--- src/rtl/eeprom_seq.sv ---
// eeprom_seq: byte-write / random-read sequencer for a single-byte I2C EEPROM.
// Drives iic_ctrl start/stop/write/read pulses step by step and checks the slave
// ACK after every written byte.
// Optional feature: define ACK_POLL_EN to retry the transaction while the device
// NACKs its address (write-cycle polling), up to MAX_RETRY attempts.
module eeprom_seq #(
   parameter logic [6:0] DEV_ADDR   = 7'h50,
   parameter int         ADDR_BYTES = 1,
   parameter int         TIMEOUT    = 4095,
   parameter int         MAX_RETRY  = 8
) (
   input  logic        clk,
   input  logic        rst_n,
   input  logic        req,
   input  logic        rw,
   input  logic [15:0] addr,
   input  logic [7:0]  wdata,
   output logic [7:0]  rdata,
   output logic        done,
   output logic        err,
   output logic        busy,
   output logic        i2c_start_en,
   output logic        i2c_stop_en,
   output logic        i2c_wr_en,
   output logic        i2c_rd_en,
   output logic [7:0]  i2c_din,
   output logic        i2c_ack_out,
   input  logic [7:0]  i2c_dout,
   input  logic        i2c_ack_in,
   input  logic        i2c_busy
);

   typedef enum logic [3:0] {
      S_IDLE, S_START, S_DEVW, S_ADDRH, S_ADDRL, S_WDATA,
      S_RSTART, S_DEVR, S_RDATA, S_STOP
   } step_t;

   typedef enum logic [1:0] {PH_ISSUE, PH_WAIT_HI, PH_WAIT_LO} phase_t;

   // wide enough to reach TIMEOUT+1 without wrapping
   localparam int CW = $clog2(TIMEOUT + 2);

   step_t         step_q, step_n;
   phase_t        ph_q, ph_n;
   logic [CW-1:0] cnt_q;
   logic          rw_q;
   logic [15:0]   addr_q;
   logic [7:0]    wdata_q;

   logic accept, set_err, finish, latch_rd;
   logic wr_step, timed_out, hi_ok, lo_ok, nack_exit;
   logic poll_nack, retry_pend;

   assign wr_step   = (step_q == S_DEVW) || (step_q == S_ADDRH) || (step_q == S_ADDRL) ||
                      (step_q == S_WDATA) || (step_q == S_DEVR);
   assign timed_out = (cnt_q == CW'(TIMEOUT));
   assign hi_ok     = (ph_q == PH_WAIT_HI) && i2c_busy;
   assign lo_ok     = (ph_q == PH_WAIT_LO) && !i2c_busy;
   assign nack_exit = lo_ok && wr_step && i2c_ack_in;
   assign accept    = (step_q == S_IDLE) && req;

`ifdef ACK_POLL_EN
   localparam int RW = $clog2(MAX_RETRY + 1);
   logic [RW-1:0] retry_q;
   logic          retry_pend_q;

   // a DEVW NACK is retried unless this one would reach the retry limit
   assign poll_nack  = (step_q == S_DEVW) && ((int'(retry_q) + 1) < MAX_RETRY);
   assign retry_pend = retry_pend_q;

   // retry bookkeeping: count consecutive address NACKs, flag STOP to loop back
   always_ff @(posedge clk) begin
      if (!rst_n) begin
         retry_q      <= '0;
         retry_pend_q <= 1'b0;
      end else if (accept) begin
         retry_q      <= '0;
         retry_pend_q <= 1'b0;
      end else if (nack_exit && poll_nack) begin
         retry_q      <= retry_q + 1'b1;
         retry_pend_q <= 1'b1;
      end else if ((step_q == S_STOP) && (step_n != S_STOP)) begin
         retry_pend_q <= 1'b0;
      end
   end
`else
   assign poll_nack  = 1'b0;
   assign retry_pend = 1'b0;
`endif

   // next step/phase: ISSUE -> WAIT_HI -> WAIT_LO, with NACK and timeout exits
   always_comb begin
      step_n   = step_q;
      ph_n     = ph_q;
      set_err  = 1'b0;
      finish   = 1'b0;
      latch_rd = 1'b0;
      if (step_q == S_IDLE) begin
         ph_n = PH_ISSUE;
         if (req) step_n = S_START;
      end else if (ph_q == PH_ISSUE) begin
         ph_n = PH_WAIT_HI;
      end else if (hi_ok) begin
         ph_n = PH_WAIT_LO;
      end else if (lo_ok) begin
         ph_n = PH_ISSUE;
         if (nack_exit) begin
            step_n  = S_STOP;
            set_err = !poll_nack;
         end else begin
            case (step_q)
               S_START:  step_n = S_DEVW;
               S_DEVW:   step_n = (ADDR_BYTES == 2) ? S_ADDRH : S_ADDRL;
               S_ADDRH:  step_n = S_ADDRL;
               S_ADDRL:  step_n = rw_q ? S_RSTART : S_WDATA;
               S_WDATA:  step_n = S_STOP;
               S_RSTART: step_n = S_DEVR;
               S_DEVR:   step_n = S_RDATA;
               S_RDATA: begin
                  latch_rd = 1'b1;
                  step_n   = S_STOP;
               end
               S_STOP: begin
                  if (retry_pend) begin
                     step_n = S_START;
                  end else begin
                     step_n = S_IDLE;
                     finish = 1'b1;
                  end
               end
               default: step_n = S_IDLE;
            endcase
         end
      end else if (timed_out) begin
         // the bus is hung: try a STOP, or give up if STOP itself hung
         set_err = 1'b1;
         ph_n    = PH_ISSUE;
         if (step_q == S_STOP) begin
            step_n = S_IDLE;
            finish = 1'b1;
         end else begin
            step_n = S_STOP;
         end
      end
   end

   // state register, wait counter, host capture and result flags
   always_ff @(posedge clk) begin
      if (!rst_n) begin
         step_q  <= S_IDLE;
         ph_q    <= PH_ISSUE;
         cnt_q   <= '0;
         rw_q    <= 1'b0;
         addr_q  <= '0;
         wdata_q <= '0;
         rdata   <= '0;
         done    <= 1'b0;
         err     <= 1'b0;
      end else begin
         step_q <= step_n;
         ph_q   <= ph_n;
         cnt_q  <= (ph_q == PH_ISSUE) ? '0 : cnt_q + 1'b1;
         done   <= finish;
         if (accept) begin
            rw_q    <= rw;
            addr_q  <= addr;
            wdata_q <= wdata;
            err     <= 1'b0;
         end else if (set_err) begin
            err <= 1'b1;
         end
         if (latch_rd) rdata <= i2c_dout;
      end
   end

   // byte presented to iic_ctrl, constant for the whole step
   always_comb begin
      case (step_q)
         S_DEVW:  i2c_din = {DEV_ADDR, 1'b0};
         S_DEVR:  i2c_din = {DEV_ADDR, 1'b1};
         S_ADDRH: i2c_din = addr_q[15:8];
         S_ADDRL: i2c_din = addr_q[7:0];
         S_WDATA: i2c_din = wdata_q;
         default: i2c_din = 8'h00;
      endcase
   end

   assign busy         = (step_q != S_IDLE);
   assign i2c_start_en = (ph_q == PH_ISSUE) && ((step_q == S_START) || (step_q == S_RSTART));
   assign i2c_stop_en  = (ph_q == PH_ISSUE) && (step_q == S_STOP);
   assign i2c_wr_en    = (ph_q == PH_ISSUE) && wr_step;
   assign i2c_rd_en    = (ph_q == PH_ISSUE) && (step_q == S_RDATA);
   // single-byte reads always end with a master NACK
   assign i2c_ack_out  = 1'b1;

endmodule

--- config.mk ---
export PLATFORM = sky130hd
export DESIGN_NAME = eeprom_seq
export DESIGN_NICKNAME = d
export VERILOG_FILES = /design/src/rtl/eeprom_seq.sv
export SDC_FILE = /design/constraint.sdc
export NUM_CORES = 1
export LEC_CHECK = 0
export BUFFER_PORTS_ARGS = -buffer_cell sky130_fd_sc_hd__clkbuf_2
export CORE_MARGIN = 3
export CORE_UTILIZATION = 48
export CTS_CLUSTER_DIAMETER = 100
export DETAILED_ROUTE_END_ITERATION = 16
export HOLD_SLACK_MARGIN = 0.08
export PLACE_DENSITY_LB_ADDON = 0.3
export SYNTH_ARGS = -nofsm -noshare
export SYNTH_HDL_FRONTEND = slang
export SYNTH_SLANG_ARGS = --single-unit
export TNS_END_PERCENT = 20
--- constraint.sdc ---
create_clock -name clk -period 1.95 [get_ports clk]
set_input_delay 0.195 -clock clk [delete_from_list [all_inputs] [get_ports clk]]
set_output_delay 0.195 -clock clk [all_outputs]
set_load 0.03 [all_outputs]
# --- Word-level counts from Yosys, hierarchy flattened ---
# Index checks and enable logic that the tools add are counted.
totals:
  register_bits: 54
  latchBits: 0
  mem_bits_rw: 0
  rom_bits: 0
  output_inout_bits: 24
  n_memories: 0
classes:
  addsub: 1
  mul: 0
  div_mod_pow: 0
  magnitude_cmp: 0
  eq_ne: 15
  n_shift: 0
  n_mux: 31
  bitwise: 1
  reduce_logical: 29
op_table:
  columns: ["operator", "n"]
  rows:
  - ["8-bit one-hot mux with 5 select lines", 1]
  - ["4-bit 2-to-1 mux", 8]
  - ["4-bit one-hot mux with 6 select lines", 1]
  - ["1-bit 2-to-1 mux", 17]
  - ["4-bit by 3-bit equality test with 1-bit output (second input constant)", 4]
  - ["13-bit by 1-bit adder with 13-bit output (second input constant)", 1]
  - ["13-bit by 12-bit equality test with 1-bit output (second input constant)", 1]
  - ["2-bit OR reduction", 5]
  - ["1-bit logical AND", 9]
  - ["4-bit by 2-bit equality test with 1-bit output (second input constant)", 2]
  - ["4-bit equality test (second input constant)", 2]
  - ["2-bit 2-to-1 mux", 4]
  - ["4-bit nonzero test", 2]
  - ["3-bit nonzero test", 2]
  - ["1-bit logical OR", 5]
  - ["4-bit by 1-bit equality test with 1-bit output (second input constant)", 1]
  - ["4-bit logical NOT", 1]
  - ["2-bit inequality test (second input constant)", 2]
  - ["4-bit AND reduction", 1]
  - ["4-bit OR reduction", 1]
  - ["3-bit OR reduction", 1]
  - ["2-bit by 1-bit equality test with 1-bit output (second input constant)", 1]
  - ["2-bit equality test (second input constant)", 1]
  - ["2-bit logical NOT", 1]
  - ["3 further kinds", 3]

# --- Depth between registers and ports, before layout ---
# Gate-level depths: netlist of the first run.
logic_depth:
  word_depth: 12
  mapped_depth: 7

# --- Least setup slack after synthesis of the first run ---
# Ideal clock, no wire load.
synth_path:
  path_type: "register to output"
  startpoint: "register ph_q[0]"
  endpoint: "output i2c_wr_en"
  arrival_time_ps: 2363
  setup_slack_ps: -608
  stages_incl_launch_ff: 4
  path_buffers: 1
  path_cell_list: "dfxtp_1 > or2_2 > clkbuf_1 > a2111oi_0"
synth_between:
  elab_chain_len: 2
synth_rtl:
  columns: ["item", "line_no", "source"]
  rows:
  - ["start, declared", "44", "phase_t ph_q, ph_n;"]
  - ["start signal, assigned", "161", "ph_q <= ph_n;"]
  - ["2-bit logical NOT", "191", "assign i2c_wr_en = (ph_q == PH_ISSUE) && wr_step;"]
  - ["1-bit logical AND", "191", null]
  - ["end, declared", "24", "output logic i2c_wr_en,"]
# Every way passes these cells.

# --- Worst setup path after layout of the first run ---
layout_path:
  startpoint: "register cnt_q[0]"
  endpoint: "register step_q[2]"
layout_between:
  elab_chain_len: 3
layout_rtl:
  columns: ["item", "line_no", "source"]
  rows:
  - ["start, declared", "45", "logic [CW-1:0] cnt_q;"]
  - ["start signal, assigned", "162", "cnt_q <= (ph_q == PH_ISSUE) ? '0 : cnt_q + 1'b1;"]
  - ["13-bit by 12-bit equality test with 1-bit output", "56", "assign timed_out = (cnt_q == CW'(TIMEOUT));"]
  - ["3-bit nonzero test (no source line)", null, null]
  - ["4-bit AND reduction (no source line)", null, null]
  - ["end signal, assigned", "160", "step_q <= step_n;"]
  - ["end, declared", "43", "step_t step_q, step_n;"]
# Every way passes these cells.
# A chain may end at the register's enable or synchronous reset.

==> results of run 1 <==
-- registers in the layout (all words and copies together), names as in the netlist, 2 cells and up --
signal / flops
cnt_q: 13
addr_q: 16
step_q: 4
wdata_q: 8
rdata: 8
ph_q: 2
-- through the flow --
step | setup slack [ps] | power, mW
after global placement | 157 | 1.49
after floorplan | -44.5 | 1.38
final | 89.1 | 2.17
after global routing | 3.80 | 2.28
after detailed placement | 115 | 1.50
after CTS | 37.3 | 2.18
-- layer usage --
layer | up-vias | part of all wire [%] | global-route usage (%)
met4 | 0 | 1.9 | 7.04
met3 | 11 | 5.7 | 3.72
li1 | 1197 | - | -
met2 | 69 | 47 | 30.5
met1 | 1051 | 45 | 23.8
met5 | - | 0 | 0
-- kinds of logic (layout without fill, tap and decap cells) --
| group | count (synthesis) | in the layout |
|---|---|---|
| AND/OR/NAND/NOR | 133 | 133 |
| AO/OA/AOI/OAI | 71 | 71 |
| flip-flops | 54 | 54 |
| buffers and inverters | 27 | 92 |
| multiplexers | 15 | 15 |
| XOR/XNOR | 8 | 8 |
| adder cells (fa/ha/maj) | 1 | 1 |
| other | 1 | 1 |
-- report_power, final --
group          internal, mW  switching, mW
combinational         0.133          0.171
clock                 0.326          0.362
sequential             1.15         0.0301
total                  1.61          0.563
-- final timing paths --
check | endpoint | slack (ps) | cells past startpoint
worst max register to register | step_q[2] | 90 | 5
worst min register to register | cnt_q[0] | 450 | 1
worst max-delay path | step_q[2] | 90 | 5
worst min-delay path | addr_q[9] | 110 | 3
-- placed cells by master, fill, tap and decap left out, types with 2 or more instances in the layout --
cell,count
a21oi_1,11
clkbuf_8,7
nand3_1,6
o31ai_1,2
mux2i_1,15
clkbuf_2,54
nand2_1,69
o211ai_1,3
inv_1,6
dfxtp_2,2
nand2b_1,5
a32o_1,3
nor2_1,13
buf_4,19
and3_1,2
xnor2_1,5
nor4_1,3
dfxtp_1,51
nor3b_2,2
nor2b_1,9
a21boi_0,25
nor3_1,4
xor2_1,3
or3b_1,2
buf_2,3
o21ai_0,16
or3_2,2
nand3b_1,2
nand4_1,2
-- worst max-delay path: cells and delay by family (launching register included) --
kind                     cells  cell delay [ps]
AND/OR/NAND/NOR              2              660
adder cells (fa/ha/maj)      1              230
AO/OA/AOI/OAI                2              500
flip-flops                   1              360
-- cells in the mapped netlist, types with 2 or more instances --
library cell   n
nand2_1       69
dfxtp_1       54
a21boi_0      25
o21ai_0       16
mux2i_1       15
clkbuf_1      14
nor2_1        14
a21oi_1       11
nor2b_1       10
buf_2          6
inv_1          6
nand2b_1       6
nand3_1        6
xnor2_1        5
nor3_1         4
a32o_1         3
nor4_1         3
o211ai_1       3
xor2_1         3
a2111oi_0      2
and3_1         2
nand3b_1       2
nand4_1        2
o31ai_1        2
or3_2          2
or3b_1         2
-- final cells by class --
cell class / instances / area, um2
clock buffers: 7 / 96.3
clock inverters: 1 / 8.76
fillers: 484 / 1990
well taps: 70 / 87.6
repair buffers: 78 / 459
multi-input cells: 229 / 1420
flip-flops and latches: 54 / 1090
inverters: 6 / 22.5
-- repair_timing --
| item | CTS | global route |
|---|---|---|
| endpoints found under the setup margin | 9 | 11 |
| resized for setup | 5 | 15 |
| buffers inserted | 0 | 3 |
| cloned | 0 | 0 |
==> run metrics, run 1 <==
Async S/R FF share, synth=0%; Post-synth EDFFs=0; clk slew on worst S/H paths=90 ps; Yosys cell types=49; area fraction of the dominant cell type after synthesis=41.8%; setup tns final=0 ps; Synth Flop Type=dfxtp_1; first-pass GRT wire length=9360 um; H-Tree Depth=2; startpoint types=register; Clock Sink Count=54; clk_skew=6.47 ps; multiplexer area fraction after synthesis=5.80%; Hold Vio Cnt, Final=0; hold path startpoint=addr[9]; syn_area_per_cell=8.35 um2; hold crit path type=in -> reg; worst setup path category=reg -> reg; post-synthesis adder-cell area fraction=0.483%; Non-Filler Cell Area, Final=3180 um2; Placeable Area=5170 um2; routed len/inst=12.7 um; starting density of the core=50.0%; largest family of logic cells by synthesized area=simple AND/OR/NAND/NOR gates; status=completed; vias=2,328; CTS tree=yes; peak supply drop=0.421 mV; leakage power=1.32 nW; vias in the first global route=2,101; fin. max-slew vios=0; Mapped Cells=310; critical path endpoint category=register; via density per instance=5.23; CP max-delay cell=or4_4; DRT Pass-1 Iters=4; worst endpoint data arrival time=2060 ps; Routed WL=5650 um; sequential share of the synthesized area=41.8%; Clock Latency Late Sink=310 ps; Final setup violation count=0; Fmax achieved=537 MHz; power density cells=682 nW/um2; die width=79.4 um; placed inst area=3020 um2; critical register-to-register path startpoint=cnt_q[0]; Post-DP HPWL=4080 um; FP Rows=26; die area=6310 um2; CTS root buf=clkbuf_8; Inst Count DP=434; Synth Area in XOR/XNOR=2.71%; GR Overflow Total=0; Layout area overhead=22.8%; Worst Setup SP=cnt_q[0]; Syn. warnings=0; # hold bufs at CTS=0; Crit path largest cell delay=540 ps; gpl congestion=0.887; clk buf depth=2; layout cells sized above 1=27.7%; fin crit period=1860 ps; Synth Area in Compound Gates=19.1%; Routed Antenna Nets=0; synthesized flop and latch total=54; drc violations=0; Final Core Density=61.4%; Max Cap Viol=0; First DRT Iteration DRCs=133; Synth area leader=dfxtp_1; mapped cell area=2590 um2; GRT Total Usage=18.5%; Final #Nets=413; Die Y=79.4 um; RSZ-0062 raised after global routing=false; n_diodes=0; IO buf count=60; largest net degree at the start of global routing=27; CTS Buf Count=5; Synth area leaders=dfxtp_1 42%, nand2_1 10%, a21boi_0 7.2%; Worst Hold Slack=108 ps; antenna violations before repair=0; Critical Path RT=2150 ps; # IOs=62; post-synthesis simple-gate area fraction=25.7%; Worst Path Max Fanout=5; Final Cycle Share=95.4%; post-synthesis net count=349; Critical Path, Cell by Cell=ha_1 -> nand3_1 -> or4_4 -> o221a_4 -> a32o_1; Finished Layout Cells=445
Note: power is estimated with default switching activity, not from simulation.
==> inputs of run 2 (changes only) <==
CELL_PAD_IN_SITES_DETAIL_PLACEMENT = 0   (was default)
CELL_PAD_IN_SITES_GLOBAL_PLACEMENT = 2   (was default)
CORE_UTILIZATION = 28   (was 48)
==> run 2 against run 1 <==
  * Highest routed layer unchanged
  * Power fell by 1.9%
  * Clock skew up 8.1 ps
  * Critical endpoint is now i2c_din[5]
  * Largest cell class unchanged
  * Sequential share of layout area decreased by 0.61 points
  * Critical path depth grew 1
  * First-iteration DRC count decreased by 39%
==> run metrics, run 2 (same netlist as run 1, synthesis figures left out) <==
Routed met1 length=3140 um (+22%); worst endpoint data arrival time=1670 ps (-390 ps); via density per instance=4.67 (-11%); GR Overflow Total=0 (unchanged); first-pass GRT wire length=10,000 um (+7.2%); Critical Path, Cell by Cell=buf_6 -> nand2b_4 -> nor2_1 -> buf_4 -> a221o_1 -> buf_6; peak supply drop=0.279 mV (-34%); routed len/inst=12.8 um (+1.1%); vias=2,261 (-2.9%); layout cells sized above 1=27.9% (+0.19 points); fill cell count=974 (+100%); hold crit path type=in -> reg; DRT Pass-1 Iters=4 (unchanged); GRT Total Usage=12.0% (-6.5 points); largest net degree at the start of global routing=29 (+7.4%); critical path endpoint category=output port; Placeable Area=8850 um2 (+71%); Routed WL=6210 um (+9.9%); power density cells=657 nW/um2 (-3.8%); clk buf depth=2 (unchanged); largest register by flop count=addr_q; most frequent cells in the layout=69 x nand2_1, 53 x clkbuf_2, 50 x dfxtp_1, 25 x a21boi_0, 20 x buf_4; IO buf count=60 (unchanged); gpl congestion=0.779 (-12%); startpoint types=register; WL met2=2780 um (+4.6%); Die Y=102 um (+29%); Fmax achieved=537 MHz (about the same); clk slew on worst S/H paths=110 ps (+20 ps); Worst Path Max Fanout=7 (+2); Inst Count DP=473 (+9.0%); most common cell after layout, fill and taps aside=nand2_1; Max Cap Viol=0 (unchanged); Crit path top cell by count=buf_6; worst setup path category=reg -> out; top routing layer used=met4; die width=102 um (+29%); fin crit period=1860 ps (+0.275 ps); vias in the first global route=2,140 (+1.9%); leakage power=1.32 nW (about the same); Largest register FFs=16 (unchanged); Hold Vio Cnt, Final=0 (unchanged); Layout area overhead=25.1%; Routed Antenna Nets=0 (unchanged); Final setup violation count=0 (unchanged); setup tns final=0 ps (unchanged); H-Tree Depth=2 (unchanged); Largest regs=addr_q: 16 flops, cnt_q: 13 flops; fin. max-slew vios=0 (unchanged); Crit path largest cell delay=400 ps (-140 ps); # IOs=62 (unchanged); clk_skew=14.5 ps (+8.07 ps); drc violations=0 (unchanged); Clock Sink Count=54 (unchanged); RSZ-0062 raised after global routing=true; starting density of the core=29.3% (-21 points); Final Cycle Share=95.4% (about the same); Post-DP HPWL=4510 um (+10%); Final #Nets=414 (+0.24%); CTS Buf Count=5 (unchanged); CTS tree=yes; kind of cell adding the most delay to the critical path=buffers and inverters; First DRT Iteration DRCs=81 (-39%); FP Rows=34 (+31%); status=completed; die area=10,400 um2 (+65%); antenna violations before repair=0 (unchanged); CTS root buf=clkbuf_8; Final Core Density=36.6% (-25 points); Finished Layout Cells=484 (+8.8%); Clock Latency Late Sink=310 ps (about the same); WL met3=241 um (-25%); CP max-delay cell=dfxtp_4; n_diodes=0 (unchanged); Critical Path RT=1750 ps (-400 ps); sum of buffers and inverters on the critical path=3 (+3)
-- run 2: final timing paths --
kind             start    endpoint  slack, ps  depth (start not counted)
max          step_q[2]  i2c_din[5]         90                          6
min            addr[6]   addr_q[6]        100                          3
max reg2reg   cnt_q[0]   step_q[2]        100                          5
min reg2reg   cnt_q[0]    cnt_q[0]        460                          1
-- run 2: per-layer routing --
metal / up-vias / GRT usage, %
met4: 0 / 2.72
met2: 44 / 19.3
met5: - / 0
met3: 5 / 2.53
li1: 1203 / -
met1: 1009 / 16.6
-- run 2: repair_timing --
item | in CTS | in global routing
cloned | 0 | 0
hold endpoints to repair | 0 | 1
endpoints found under the setup margin | 9 | 18
resized for setup | 9 | 17
setup buffers | 0 | 2
hold buffers | 0 | 1
pin swaps | 1 | 1
-- run 2: through the flow --
step	setup slack [ps]	power (mW)	area (um2)	hold WS (ps)
after floorplan	-44.5	1.38	2590	340
final	88.8	2.13	3240	98.5
after global routing	-2.96	2.26	3240	85.4
after global placement	121	1.51	3070	432
after detailed placement	51.5	1.50	3070	435
after CTS	-11.1	2.16	3190	89.0
-- run 2: power breakdown --
| group | internal, mW | total (mW) | switching, mW |
|---|---|---|---|
| clock network | 0.261 | 0.649 | 0.388 |
| registers | 1.15 | 1.18 | 0.0345 |
| logic | 0.131 | 0.297 | 0.166 |
-- run 2: layout make-up --
type                            instances  area [um2]  share of cell area, %
Sequential cell                        54        1090                   33.6
Timing Repair Buffer                   79         478                   14.8
Multi-Input combinational cell        229        1420                   44.0
Clock inverter                          3        22.5                  0.695
Clock buffer                            5        68.8                   2.12
Inverter                                6        22.5                  0.695
Tap cell                              108         135                   4.17
-- run 2: worst reg2reg max path: cells and delay by family (launching register included) --
family          cells  cell delay [ps]
compound gates      2              500
fa+ha+maj           1              230
flops               1              370
simple gates        2              650
==> inputs of run 3 (changes only) <==
ABC_AREA = 1   (was default)
CORE_UTILIZATION = 26   (was 28)
==> run 3 against run 2 <==
  * First-iteration DRC count fell by 2.5%
  * Synthesized cell count rose by 11%
  * Critical path depth rose by 2
  * Power rose by 22%
  * Register-to-register slack improved by 250 ps
  * Global-route usage barely moved
  * Critical path type unchanged
  * Largest power group unchanged
  * Highest routed layer unchanged
==> run metrics, run 3 <==
status=completed; worst endpoint data arrival time=1630 ps (-40 ps); clk slew on worst S/H paths=90 ps (-20 ps); largest register by flop count=addr_q; syn_area_per_cell=7.44 um2 (-11%); GR Overflow Total=0 (unchanged); Layout area overhead=20.9%; Placeable Area=9420 um2 (+6.4%); fin. max-slew vios=0 (unchanged); synthesized flop and latch total=54 (unchanged); Max Cap Viol=0 (unchanged); most frequent cells in the layout=62 x nand2_1, 54 x clkbuf_2, 53 x dfxtp_1, 42 x nor2_1, 36 x inv_1; routed len/inst=12.3 um (-4.1%); reg2reg setup slack=350 ps (+250 ps); antenna violations before repair=0 (unchanged); Critical Path RT=1750 ps (about the same); Clock Sink Count=54 (unchanged); startpoint types=register; Final Core Density=33.0% (-3.7 points); Clock Latency Late Sink=300 ps (about the same); Synth Flop Type=dfxtp_1; kind of cell adding the most delay to the critical path=flip-flops; hold crit path type=in -> reg; Non-Filler Cell Area, Final=3100 um2 (-4.2%); top-count cell post-synth=nand2_1; H-Tree Depth=2 (unchanged); Final #Nets=445 (+7.5%); Routed Antenna Nets=0 (unchanged); gpl congestion=0.781 (+0.27%); CTS root buf=clkbuf_8; Syn. warnings=0 (unchanged); Mapped Cells=345 (+11%); clk_skew=8.41 ps (-6.13 ps); Worst Hold Slack=109 ps (+9.98 ps); via density per instance=4.36 (-6.7%); # IOs=62 (unchanged); most common cell after layout, fill and taps aside=nand2_1; Worst Path Max Fanout=6 (-1); critical register-to-register path endpoint=step_q[0]; Die Y=105 um (+3.1%); Inst Count DP=528 (+12%); FP Rows=35 (+2.9%); post-synthesis net count=384 (+10%); die width=105 um (+3.1%); power density cells=834 nW/um2 (+27%); sum of buffers and inverters on the critical path=3 (unchanged); Async S/R FF share, synth=0% (unchanged); DRT Pass-1 Iters=4 (unchanged); vias in the first global route=2,229 (+4.2%); Post-synth EDFFs=0 (unchanged); Hold Vio Cnt, Final=0 (unchanged); drc violations=0 (unchanged); largest net degree at the start of global routing=47 (+62%); worst setup path category=reg -> out; R2R depth=8 (+3); Largest register FFs=16 (unchanged); Hold Crit Depth=3 (unchanged); die area=11,100 um2 (+6.4%); Final setup violation count=0 (unchanged); First DRT Iteration DRCs=79 (-2.5%); Finished Layout Cells=536 (+11%); layout cells sized above 1=28.3% (+0.33 points); Synth area leaders=dfxtp_1 42%, nand2_1 9.2%, nor2_1 6.6%; Synth top cells by count=63 x nand2_1, 54 x dfxtp_1, 45 x nor2_1; sequential share of the synthesized area=42.1% (+0.35 points); hold path startpoint=i2c_dout[3]; starting density of the core=27.3% (-2.0 points); WP depth=8 (+2); Largest regs=addr_q: 16 flops, cnt_q: 13 flops; CTS tree=yes; Hold Path Sink=rdata[3]; Fmax achieved=549 MHz (+2.1%); RSZ-0062 raised after global routing=true; setup tns final=0 ps (unchanged); vias=2,337 (+3.4%); Synth area leader=dfxtp_1; Final Cycle Share=93.5% (-2.0 points); IO buf count=60 (unchanged); area fraction of the dominant cell type after synthesis=42.1% (+0.35 points); leakage power=1.29 nW (-1.9%); Post-CTS Repair Setup Buffers=0 (unchanged); CTS Buf Count=5 (unchanged); n_diodes=0 (unchanged); Crit path largest cell delay=380 ps (-20 ps); Routed WL=6600 um (+6.2%); mapped cell area=2570 um2 (-0.82%); fin crit period=1820 ps (-38.1 ps); clk buf depth=2 (unchanged); placed inst area=2960 um2 (-3.7%); peak supply drop=0.300 mV (+7.6%); Critical Path, Cell by Cell=inv_2 -> nor2_4 -> inv_2 -> nor2_4 -> nand2_1 -> o21a_1 -> o2111ai_1 -> buf_4; Yosys cell types=36 (-27%); CP max-delay cell=dfxtp_1; critical register-to-register path startpoint=step_q[3]; critical path endpoint category=output port; Post-DP HPWL=4990 um (+11%); first-pass GRT wire length=11,000 um (+9.4%); GRT Total Usage=12.0% (+0.019 points)
## run 3: changes by cell type in the layout (fill, tap and decap cells not counted), sizes merged, moves of 5 or more
cell / before / now
nand2: 69 / 77
buf: 25 / 9
a21oi: 11 / 42
xnor2: 5 / 0
a21boi: 25 / 0
nor2b: 10 / 0
mux2i: 15 / 0
o21ai: 16 / 28
nand2b: 6 / 0
nand3: 6 / 15
inv: 8 / 43
nor2: 14 / 52
## run 3: cell families after synthesis
logic type      share of synthesized area (%)
simple gates                             28.5
flops                                    42.1
buf+inv                                  10.3
fa+ha+maj                               0.487
compound gates                           18.1
xor+xnor                                0.341
other cells                             0.146
## run 3: timing repair
| action | CTS | global route |
|---|---|---|
| hold buffers | 0 | 0 |
| setup endpoints to repair | 8 | 8 |
| gates resized for setup | 5 | 17 |
## run 3: how the worst max path moves through the flow
stage / startpoint / to / slack (ps)
floorplan: step_q[2] / i2c_din[0] / 450
global placement: step_q[2] / i2c_din[7] / 270
detailed placement: step_q[1] / i2c_din[6] / 230
CTS: step_q[2] / i2c_din[0] / 30
global route: step_q[2] / i2c_din[5] / -40
finish: step_q[2] / i2c_din[5] / 130
## run 3: per-stage QoR
step                setup slack (ps)  total power [mW]
floorplan                        449              1.73
global placement                 271              1.86
detailed placement               233              1.86
CTS                             33.1              2.62
global route                   -38.3              2.75
finish                           127              2.59
## run 3: routing by layer
metal | wire length, um | global-route usage, %
met1 | 3470 | 17.6
met2 | 2810 | 18.0
met3 | 278 | 2.57
met4 | 41 | 2.81
met5 | 0 | 0
## run 3: final cells by class
type / count / area (um2)
Fill cell: 1056 / 6310
Multi-Input combinational cell: 238 / 1250
Sequential cell: 54 / 1080
Timing Repair Buffer: 64 / 340
Inverter: 43 / 166
Tap cell: 129 / 161
Clock buffer: 7 / 76.3
Clock inverter: 1 / 30.0
## run 3: worst register-to-register path, delay by kind of cell (launching register included)
family | cells | cell delay (ps)
DFF | 1 | 390
and+or+nand+nor | 5 | 690
AOI/OAI and AO/OA | 1 | 70
buffers and inverters | 2 | 350
## run 3: report_power, final
part / switching (mW) / internal (mW)
Sequential: 0.0459 / 1.19
Combinational: 0.419 / 0.184
Clock: 0.363 / 0.385
Total: 0.828 / 1.76
